**src/rtl/uart_ctrl_pkg.sv**
```systemverilog
// Shared constants for the UART receive framing controller: FSM state codes,
// error codes and the default start-of-frame marker.
package uart_ctrl_pkg;

    typedef logic [1:0] state_t;

    localparam state_t ST_IDLE    = 2'd0;
    localparam state_t ST_LEN     = 2'd1;
    localparam state_t ST_PAYLOAD = 2'd2;
    localparam state_t ST_CSUM    = 2'd3;

    localparam logic [1:0] ERR_OVERFLOW = 2'b00;
    localparam logic [1:0] ERR_ZERO_LEN = 2'b01;
    localparam logic [1:0] ERR_CSUM     = 2'b10;
    localparam logic [1:0] ERR_TIMEOUT  = 2'b11;

    localparam logic [7:0] SYNC_BYTE_DEFAULT = 8'hA5;

endpackage

```
**src/rtl/uart_rx_frame_ctrl_if.sv**
```systemverilog
// Payload stream from the frame controller to its consumer (valid/ready, with a
// last-byte marker).
interface uart_rx_frame_ctrl_if;

    logic [7:0] out_data;
    logic       out_last;
    logic       out_valid;
    logic       out_ready;

    modport master (output out_data, output out_last, output out_valid, input  out_ready);
    modport slave  (input  out_data, input  out_last, input  out_valid, output out_ready);

endinterface

```
**src/rtl/uart_rx_frame_ctrl_fifo.sv**
```systemverilog
// Synchronous payload FIFO; a write on a full FIFO is accepted only when a pop
// frees an entry in the same cycle.
module uart_rx_fifo #(
    parameter int DEPTH = 16,
    parameter int WIDTH = 9
) (
    input  logic             clk,
    input  logic             rst_n,
    input  logic             wr_en,
    input  logic [WIDTH-1:0] wr_data,
    input  logic             rd_en,
    output logic [WIDTH-1:0] rd_data,
    output logic             full,
    output logic             empty
);

    localparam int AW = $clog2(DEPTH);

    logic [WIDTH-1:0] mem [DEPTH];
    logic [AW-1:0]    wr_ptr;
    logic [AW-1:0]    rd_ptr;
    logic [AW:0]      count;
    logic             do_rd;
    logic             do_wr;

    assign full    = (count == (AW+1)'(DEPTH));
    assign empty   = (count == '0);
    assign do_rd   = rd_en && !empty;
    assign do_wr   = wr_en && (!full || do_rd);
    assign rd_data = empty ? '0 : mem[rd_ptr];

    always_ff @(posedge clk) begin
        if (do_wr) begin
            mem[wr_ptr] <= wr_data;
        end
    end

    always_ff @(posedge clk or negedge rst_n) begin
        if (!rst_n) begin
            wr_ptr <= '0;
            rd_ptr <= '0;
            count  <= '0;
        end else begin
            if (do_wr) begin
                wr_ptr <= wr_ptr + AW'(1);
            end
            if (do_rd) begin
                rd_ptr <= rd_ptr + AW'(1);
            end
            if (do_wr && !do_rd) begin
                count <= count + (AW+1)'(1);
            end else if (do_rd && !do_wr) begin
                count <= count - (AW+1)'(1);
            end
        end
    end

endmodule

```
**src/rtl/uart_rx_frame_ctrl.sv**
```systemverilog
// Parses SYNC/LEN/payload/checksum frames from a UART receiver, streams the payload
// through a FIFO and reports per-frame status.
module uart_rx_frame_ctrl
    import uart_ctrl_pkg::*;
#(
    parameter int         FIFO_DEPTH = 16,
    parameter logic [7:0] SYNC_BYTE  = SYNC_BYTE_DEFAULT
) (
    input  logic                        clk,
    input  logic                        rst_n,
    input  logic [7:0]                  rx_data,
    input  logic                        rx_done,
    input  logic [15:0]                 timeout_cycles,
    uart_rx_frame_ctrl_if.master        out_if,
    output logic                        frame_ok,
    output logic                        frame_err,
    output logic [1:0]                  err_code,
    output logic [7:0]                  frame_cnt
);

    state_t      state;
    logic        rx_done_q;
    logic        armed;
    logic [7:0]  remain;
    logic [7:0]  csum;
    logic        ovf;
    logic [15:0] idle_cnt;
    logic        byte_ev;
    logic        expire;
    logic        fifo_wr;
    logic        fifo_rd;
    logic        fifo_full;
    logic        fifo_empty;
    logic [8:0]  fifo_rdata;

    // armed stays low until rx_done is seen low, so a level held through reset is not a byte
    assign byte_ev = rx_done && !rx_done_q && armed;
    assign expire  = (timeout_cycles != 16'd0) && (state != ST_IDLE) &&
                     (({1'b0, idle_cnt} + 17'd1) == {1'b0, timeout_cycles});
    assign fifo_wr = byte_ev && (state == ST_PAYLOAD);
    assign fifo_rd = out_if.out_valid && out_if.out_ready;

    assign out_if.out_valid = !fifo_empty;
    assign out_if.out_data  = fifo_rdata[7:0];
    assign out_if.out_last  = fifo_rdata[8];

    uart_rx_fifo #(
        .DEPTH (FIFO_DEPTH),
        .WIDTH (9)
    ) u_fifo (
        .clk     (clk),
        .rst_n   (rst_n),
        .wr_en   (fifo_wr),
        .wr_data ({remain == 8'd1, rx_data}),
        .rd_en   (fifo_rd),
        .rd_data (fifo_rdata),
        .full    (fifo_full),
        .empty   (fifo_empty)
    );

    always_ff @(posedge clk or negedge rst_n) begin
        if (!rst_n) begin
            rx_done_q <= 1'b0;
            armed     <= 1'b0;
        end else begin
            rx_done_q <= rx_done;
            armed     <= armed | ~rx_done;
        end
    end

    always_ff @(posedge clk or negedge rst_n) begin
        if (!rst_n) begin
            state     <= ST_IDLE;
            remain    <= '0;
            csum      <= '0;
            ovf       <= 1'b0;
            idle_cnt  <= '0;
            frame_ok  <= 1'b0;
            frame_err <= 1'b0;
            err_code  <= ERR_OVERFLOW;
            frame_cnt <= '0;
        end else begin
            frame_ok  <= 1'b0;
            frame_err <= 1'b0;
            if (byte_ev || state == ST_IDLE) begin
                idle_cnt <= '0;
            end else begin
                idle_cnt <= idle_cnt + 16'd1;
            end
            // a byte arriving on the expiry cycle keeps the frame alive
            if (expire && !byte_ev) begin
                frame_err <= 1'b1;
                err_code  <= ERR_TIMEOUT;
                state     <= ST_IDLE;
                ovf       <= 1'b0;
            end else if (byte_ev) begin
                case (state)
                    ST_IDLE: begin
                        if (rx_data == SYNC_BYTE) begin
                            state <= ST_LEN;
                            ovf   <= 1'b0;
                        end
                    end
                    ST_LEN: begin
                        if (rx_data == 8'd0) begin
                            frame_err <= 1'b1;
                            err_code  <= ERR_ZERO_LEN;
                            state     <= ST_IDLE;
                        end else begin
                            remain <= rx_data;
                            csum   <= rx_data;
                            state  <= ST_PAYLOAD;
                        end
                    end
                    ST_PAYLOAD: begin
                        csum   <= csum + rx_data;
                        remain <= remain - 8'd1;
                        if (fifo_full && !fifo_rd) begin
                            ovf <= 1'b1;
                        end
                        if (remain == 8'd1) begin
                            state <= ST_CSUM;
                        end
                    end
                    ST_CSUM: begin
                        if (ovf) begin
                            frame_err <= 1'b1;
                            err_code  <= ERR_OVERFLOW;
                        end else if (rx_data == csum) begin
                            frame_ok  <= 1'b1;
                            frame_cnt <= frame_cnt + 8'd1;
                        end else begin
                            frame_err <= 1'b1;
                            err_code  <= ERR_CSUM;
                        end
                        state <= ST_IDLE;
                        ovf   <= 1'b0;
                    end
                    default: state <= ST_IDLE;
                endcase
            end
        end
    end

endmodule

```
**src/flat_wrapper.sv**
```systemverilog
// flat-port wrapper written by rule: the top's interface ports become plain ports
module uart_rx_frame_ctrl_flat import uart_ctrl_pkg::*;
#(
    parameter int         FIFO_DEPTH = 16,
    parameter logic [7:0] SYNC_BYTE  = SYNC_BYTE_DEFAULT
)
  (clk, rst_n, rx_data, rx_done, timeout_cycles, frame_ok, frame_err, err_code, frame_cnt, out_if_out_data, out_if_out_last, out_if_out_valid, out_if_out_ready);
  uart_rx_frame_ctrl_if out_if_i ();
  input  logic clk;
  input  logic rst_n;
  input  logic [7:0] rx_data;
  input  logic rx_done;
  input  logic [15:0] timeout_cycles;
  output logic frame_ok;
  output logic frame_err;
  output logic [1:0] err_code;
  output logic [7:0] frame_cnt;
  output wire logic [$bits(out_if_i.out_data)-1:0] out_if_out_data;
  output wire logic [$bits(out_if_i.out_last)-1:0] out_if_out_last;
  output wire logic [$bits(out_if_i.out_valid)-1:0] out_if_out_valid;
  input wire logic [$bits(out_if_i.out_ready)-1:0] out_if_out_ready;
  assign out_if_out_data = out_if_i.out_data;
  assign out_if_out_last = out_if_i.out_last;
  assign out_if_out_valid = out_if_i.out_valid;
  assign out_if_i.out_ready = out_if_out_ready;
  uart_rx_frame_ctrl #(.FIFO_DEPTH(FIFO_DEPTH), .SYNC_BYTE(SYNC_BYTE)) u_core (.clk(clk), .rst_n(rst_n), .rx_data(rx_data), .rx_done(rx_done), .timeout_cycles(timeout_cycles), .out_if(out_if_i), .frame_ok(frame_ok), .frame_err(frame_err), .err_code(err_code), .frame_cnt(frame_cnt));
endmodule
```
**config.mk**
```make
export PLATFORM = sky130hd
export DESIGN_NAME = uart_rx_frame_ctrl_flat
export DESIGN_NICKNAME = d
export VERILOG_FILES = /design/src/rtl/uart_ctrl_pkg.sv /design/src/rtl/uart_rx_frame_ctrl_if.sv /design/src/rtl/uart_rx_frame_ctrl_fifo.sv /design/src/rtl/uart_rx_frame_ctrl.sv /design/src/flat_wrapper.sv
export SDC_FILE = /design/constraint.sdc
export NUM_CORES = 1
export LEC_CHECK = 0
export BUFFER_PORTS_ARGS = -buffer_cell sky130_fd_sc_hd__buf_2
export CAP_MARGIN = 20
export CORE_MARGIN = 5
export CORE_UTILIZATION = 46
export DETAILED_ROUTE_END_ITERATION = 6
export SYNTH_ARGS = -nofsm -noshare
export SYNTH_HDL_FRONTEND = slang
export SYNTH_SLANG_ARGS = --single-unit
```
**constraint.sdc**
```tcl
create_clock -name clk -period 3.97 [get_ports clk]
set_input_delay 1.191 -clock clk [delete_from_list [all_inputs] [get_ports clk]]
set_output_delay 1.191 -clock clk [all_outputs]
set_load 0.1 [all_outputs]
```
Word-level counts from Yosys, hierarchy flattened:

Memories as Yosys holds them, arrays and structs flattened.
Cells that the tools add are included.

* bits in registers: 62
* memory bits (writable): 144
* output and inout port bits: 22
* input port bits: 28
* ROM bits: 0
* latch bits: 0
* word-level logic and storage cells: 115
* memories: 1

* add/subtract/negate cells: 9
* shift-type cells: 0
* order comparisons: 0
* equal/unequal tests: 14
* muxes and demuxes: 37
* $mul: 0
* divide/modulo/power cells: 0
* reduce and logical (&&, ||, !) cells: 36
* bitwise operators: 4

Memory list
* u_core.u_fifo.mem: depth 16, width 9, rd ports 1, clocked after Yosys merged registers in 0, write ports 1, RTL line uart_rx_frame_ctrl_fifo.sv:19 `logic [WIDTH-1:0] mem [DEPTH];`

Operators with widths (count)
* one-hot mux 8 bit (2 select lines): 2
* 2-to-1 mux 2 bit: 10
* adder 16 x 1 -> 17 bit, second input constant: 1
* == test 17 x 16 -> 1 bit: 1
* adder 16 x 1 -> 16 bit, second input constant: 1
* 2-to-1 mux 1 bit: 16
* 2-to-1 mux 16 bit: 1
* nonzero test 16 bit: 1
* logical AND 1 bit: 12
* AND reduction 4 bit: 3
* 2-to-1 mux 5 bit: 2
* 2-to-1 mux 9 bit: 1
* != test 3 bit, second input constant: 3
* adder 4 x 1 -> 4 bit, second input constant: 2
* adder 8 x 1 -> 8 bit, second input constant: 1
* adder 8 bit: 1
* == test 8 x 1 -> 1 bit, second input constant: 1
* == test 8 bit: 1
* == test 8 bit, second input constant: 1
* logical NOT 8 bit: 1
* 2-to-1 mux 8 bit: 1
* one-hot mux 2 bit (4 select lines): 1
* nonzero test 2 bit: 4
* subtractor 8 x 1 -> 8 bit, second input constant: 1
* 21 further kinds: 31

Longest topological paths before layout:

* depth in word-level cells: 10
* mapped depth: 12
* gate-level depth less buffers: 12

Hierarchy:

From an unflattened synthesis, not the netlist that was laid out.

* cells, all modules: 677
* area total of the unflattened synthesis: 9651.8 µm²

Modules (own cells, without submodules)
* uart_rx_fifo: seq. area each 4649.5 µm², times used 1, cells an instance 323, area an instance 6467.5 µm²
* uart_rx_frame_ctrl: seq. area each 1226.2 µm², times used 1, cells an instance 354, area an instance 3184.3 µm²

Worst setup path after synthesis:

No wires, ideal clock.

* path type: register -> output
* from: register u_core.u_fifo.rd_ptr[0]
* to: output port out_if_out_last
* data required time: 2.779 ns
* path buffers: 2
* stages on the path, launching flop included: 6
* path slack: 0.367 ns
* data arrival time: 2.412 ns
* cell sequence: dfrtp_1 buf_2 buf_2 mux4_2 mux4_2 and2_1

* word-level cells in the longest chain between the ends: 2

RTL lines
* start, declared: RTL line uart_rx_frame_ctrl_fifo.sv:21 `logic [AW-1:0] rd_ptr;`
* start signal, assigned: RTL line uart_rx_frame_ctrl_fifo.sv:48 `rd_ptr <= rd_ptr + AW'(1);`
* memory read (16 x 9 bit)
* 2-to-1 mux 9 bit: RTL line uart_rx_frame_ctrl_fifo.sv:30 `assign rd_data = empty ? '0 : mem[rd_ptr];`
* end, declared: RTL line flat_wrapper.sv:19 `output wire logic [$bits(out_if_i.out_last)-1:0] out_if_out_last;`

No other way between the ends.

Worst setup path after layout:

* from: register u_core.u_fifo.rd_ptr[0]
* to: output port out_if_out_data[5]

* word-level cells in the longest chain between the ends: 2

RTL lines
* memory read (16 x 9 bit)
* 2-to-1 mux 9 bit: RTL line uart_rx_frame_ctrl_fifo.sv:30
* end, declared: RTL line flat_wrapper.sv:18 `output wire logic [$bits(out_if_i.out_data)-1:0] out_if_out_data;`

No other way between the ends.

==> run metrics <==
share of the synthesized area in the top cell type=45.4%; Synth area leaders=edfxtp_1 (45%), dfrtp_1 (16%), mux4_2 (11%); shortest period the worst path allows=3.84 ns; total die area=23,700 sq um; clock latency on the worst-skew pair=0.50 ns; part of the power in registers=35.4%; setup violators final=0; dpl ws=0.438 ns; largest net degree at the start of global routing=40; reg2reg start=u_core.u_fifo.count[0]; sequential area share after synthesis=61.6%; r2r endpoint=u_core.u_fifo.count[4]; htree depth=1; DR WL/cell=20.7 microns; Top FF cell, synth=edfxtp_1; initial antenna violation count=0; Setup Skew=0.0161 ns; internal power=4.98 mW; HPWL after DPL=14,000 microns; Pwr Density=702 nW/um^2; worst hold path type=register to register; die height=154 microns; f_max=261 MHz; worst rel slew slack=50.3%; met2 usage=29.5%; Layout area overhead=15.9%; CTS Buffer Depth=3; part of the power in combinational logic=36.0%; Pre-Repair DR Iteration Count=5; multi-input logic area=3480 sq um; Residual DRC=0; global-route wire length before repair=32,900 microns; drt initial violations=352; Core Rows=52; critical path required time=2.78 ns; vias in the first global route=5,882; setup_tns=0 ns; leak pwr=4.00 nW; cell taking the most area after synthesis=edfxtp_1; CTS tree=yes; vias per cell=5.65; Routed Antenna Nets=0; clock sinks=206; fin crit share=96.6%; Crit Path Class=register to output pin; Worst Setup End Kind=output pin; Sw Share=35.8%; unrepaired setup endpoints after global routing=no; syn nets=709; CTS Buf Count=23; Yosys warnings=0; r2r setup slk=0.84 ns; Setup crit start=u_core.u_fifo.rd_ptr[0]; crit-path max FO=6; EDFF count, synth=144; drt total wl=21,000 microns; Fin. Hold Viols=0; fill count=1,692; register area=5880 sq um; Setup WS post-layout=0.133 ns; Starting Density=47.0%; global routing's busiest layer=met2; Final Max Tran Viols=0; area of the mapped netlist=9530 sq um; status=complete, no violations; grt ovf=0; Post-Syn Instances=655; share of cells above drive strength 1=23.1%; total number of vias=5,732; Diodes inserted=0; Post-synth ARST share=30.1%; total power=7.76 mW; GR Util met1=24.2%; syn avg cell area=14.6 sq um; area of the core=20,300 sq um; met3 GRT Util=3.63%; chip width=154 microns; end point of the critical path=out_if_out_data[5]; Max-Cap Viols=0; Worst-Margin Slew=0.746 ns; NetSw=2.78 mW; clock slew at reported path FFs=0.06 ns; Seq cells post-synth=206; GRT Resource Usage Total=17.7%; Crit path arrival time=2.65 ns; Net count, final=781; I/O Buffers=49; CP Launch Type=register; hold_buf cts=0; number of distinct library cells after synthesis=62; GPL Wtd Cong=0.800; Clock Power Share=28.6%; clock root buffer=clkbuf_16; # IOs=50; hold depth=1; VDD IR max=0.368 mV; worst reg2reg path depth=12
layout by cell type, fill, tap and decap left out, drive strengths merged, types with 6 or more instances in the layout:
cell type / count
xnor2: 30
nand2: 36
o22ai: 6
and2: 27
or3: 11
buf: 75
a21oi: 26
nor4: 10
inv: 17
nor2: 42
mux4: 45
xor2: 16
edfxtp: 144
nor3: 12
o21ai: 20
nand4: 13
nand3: 16
mux2i: 8
clkbuf: 33
dfrtp: 62
ha: 24
power groups by stage:
stage	clock [mW]	sequential (mW)	combinational, mW
CTS	2.28	2.74	2.81
global placement	0	2.79	2.72
global route	2.37	2.78	3.03
detailed placement	0	2.80	2.77
finish	2.22	2.75	2.79
floorplan	0	2.72	2.22
sequential cells by signal, summed over array words and instances, names as in the netlist:
signal                cells
u_core.u_fifo.mem       144
u_core.idle_cnt          16
u_core.csum               8
u_core.frame_cnt          8
u_core.remain             8
u_core.u_fifo.count       5
u_core.u_fifo.rd_ptr      4
u_core.u_fifo.wr_ptr      4
u_core.err_code           2
u_core.state              2
u_core.armed              1
u_core.frame_err          1
u_core.frame_ok           1
u_core.ovf                1
u_core.rx_done_q          1
cell usage after synthesis, types with 10 or more instances:
master,n
edfxtp_1,144
dfrtp_1,62
mux4_2,45
nor2_1,42
nand2_1,35
xnor2_1,30
and2_1,27
a21oi_1,26
ha_1,24
clkbuf_1,18
o21ai_0,18
inv_1,16
xor2_1,16
nand3_1,14
nand4_1,13
nor3_1,10
nor4_1,10
per-layer routing:
metal	part of all wire, %	vias to the layer above
met4	1.3	0
met5	0	-
met1	44	2913
met2	49	159
li1	-	2640
met3	5.8	20
critical path: stages, from the launching register on:
cell and delay, ns:
dfrtp_4 0.46, buf_4 0.19, mux4_2 0.53, mux4_2 0.50
and2_1 0.18, buf_2 0.29
cell families (layout without fill, tap and decap cells):
group | Yosys count | count (layout) | synth area share [%]
flops | 206 | 206 | 61.6
simple gates | 193 | 193 | 10.9
compound gates | 79 | 79 | 5.15
mux | 57 | 57 | 11.9
xor+xnor | 49 | 49 | 4.95
buf+inv | 45 | 134 | 1.90
fa+ha+maj | 26 | 26 | 3.57
repair_timing:
item                                    CTS  global route
endpoints found under the setup margin    9             0
hold endpoints to repair                  0             0
resized for setup                         1             0
setup buffers                             2             0
final cells by class:
cell class	count	area share [%]
flip-flops and latches	206	53.2
multi-input cells	404	31.5
inverters	17	0.577
well taps	270	3.06
clock buffers	33	5.91
repair buffers	75	4.33
clock inverters	9	1.39
per-stage QoR:
stage / hold slack (ns) / std cells / cell area (sq um) / utilization [%]
2_1_floorplan: 0.449 / 655 / 9530 / -
3_3_place_gp: 0.465 / 970 / 10200 / 50.4
3_5_place_dp: 0.477 / 970 / 10200 / 50.4
4_1_cts: 0.488 / 1014 / 11100 / 54.4
5_1_grt: 0.527 / 1014 / 11100 / 54.4
6_report: 0.485 / 1014 / 11100 / 54.4
worst min-delay path by stage:
stage / start / to / slack [ns]
final: u_core.frame_cnt[7] / u_core.frame_cnt[7] / 0.48
after detailed placement: u_core.armed / u_core.armed / 0.48
after floorplan: u_core.armed / u_core.armed / 0.45
after global placement: u_core.armed / u_core.armed / 0.47
after global routing: u_core.frame_cnt[7] / u_core.frame_cnt[7] / 0.53
after CTS: u_core.u_fifo.count[4] / u_core.u_fifo.count[4] / 0.49
No activity file was read; power rests on OpenSTA's default activity.
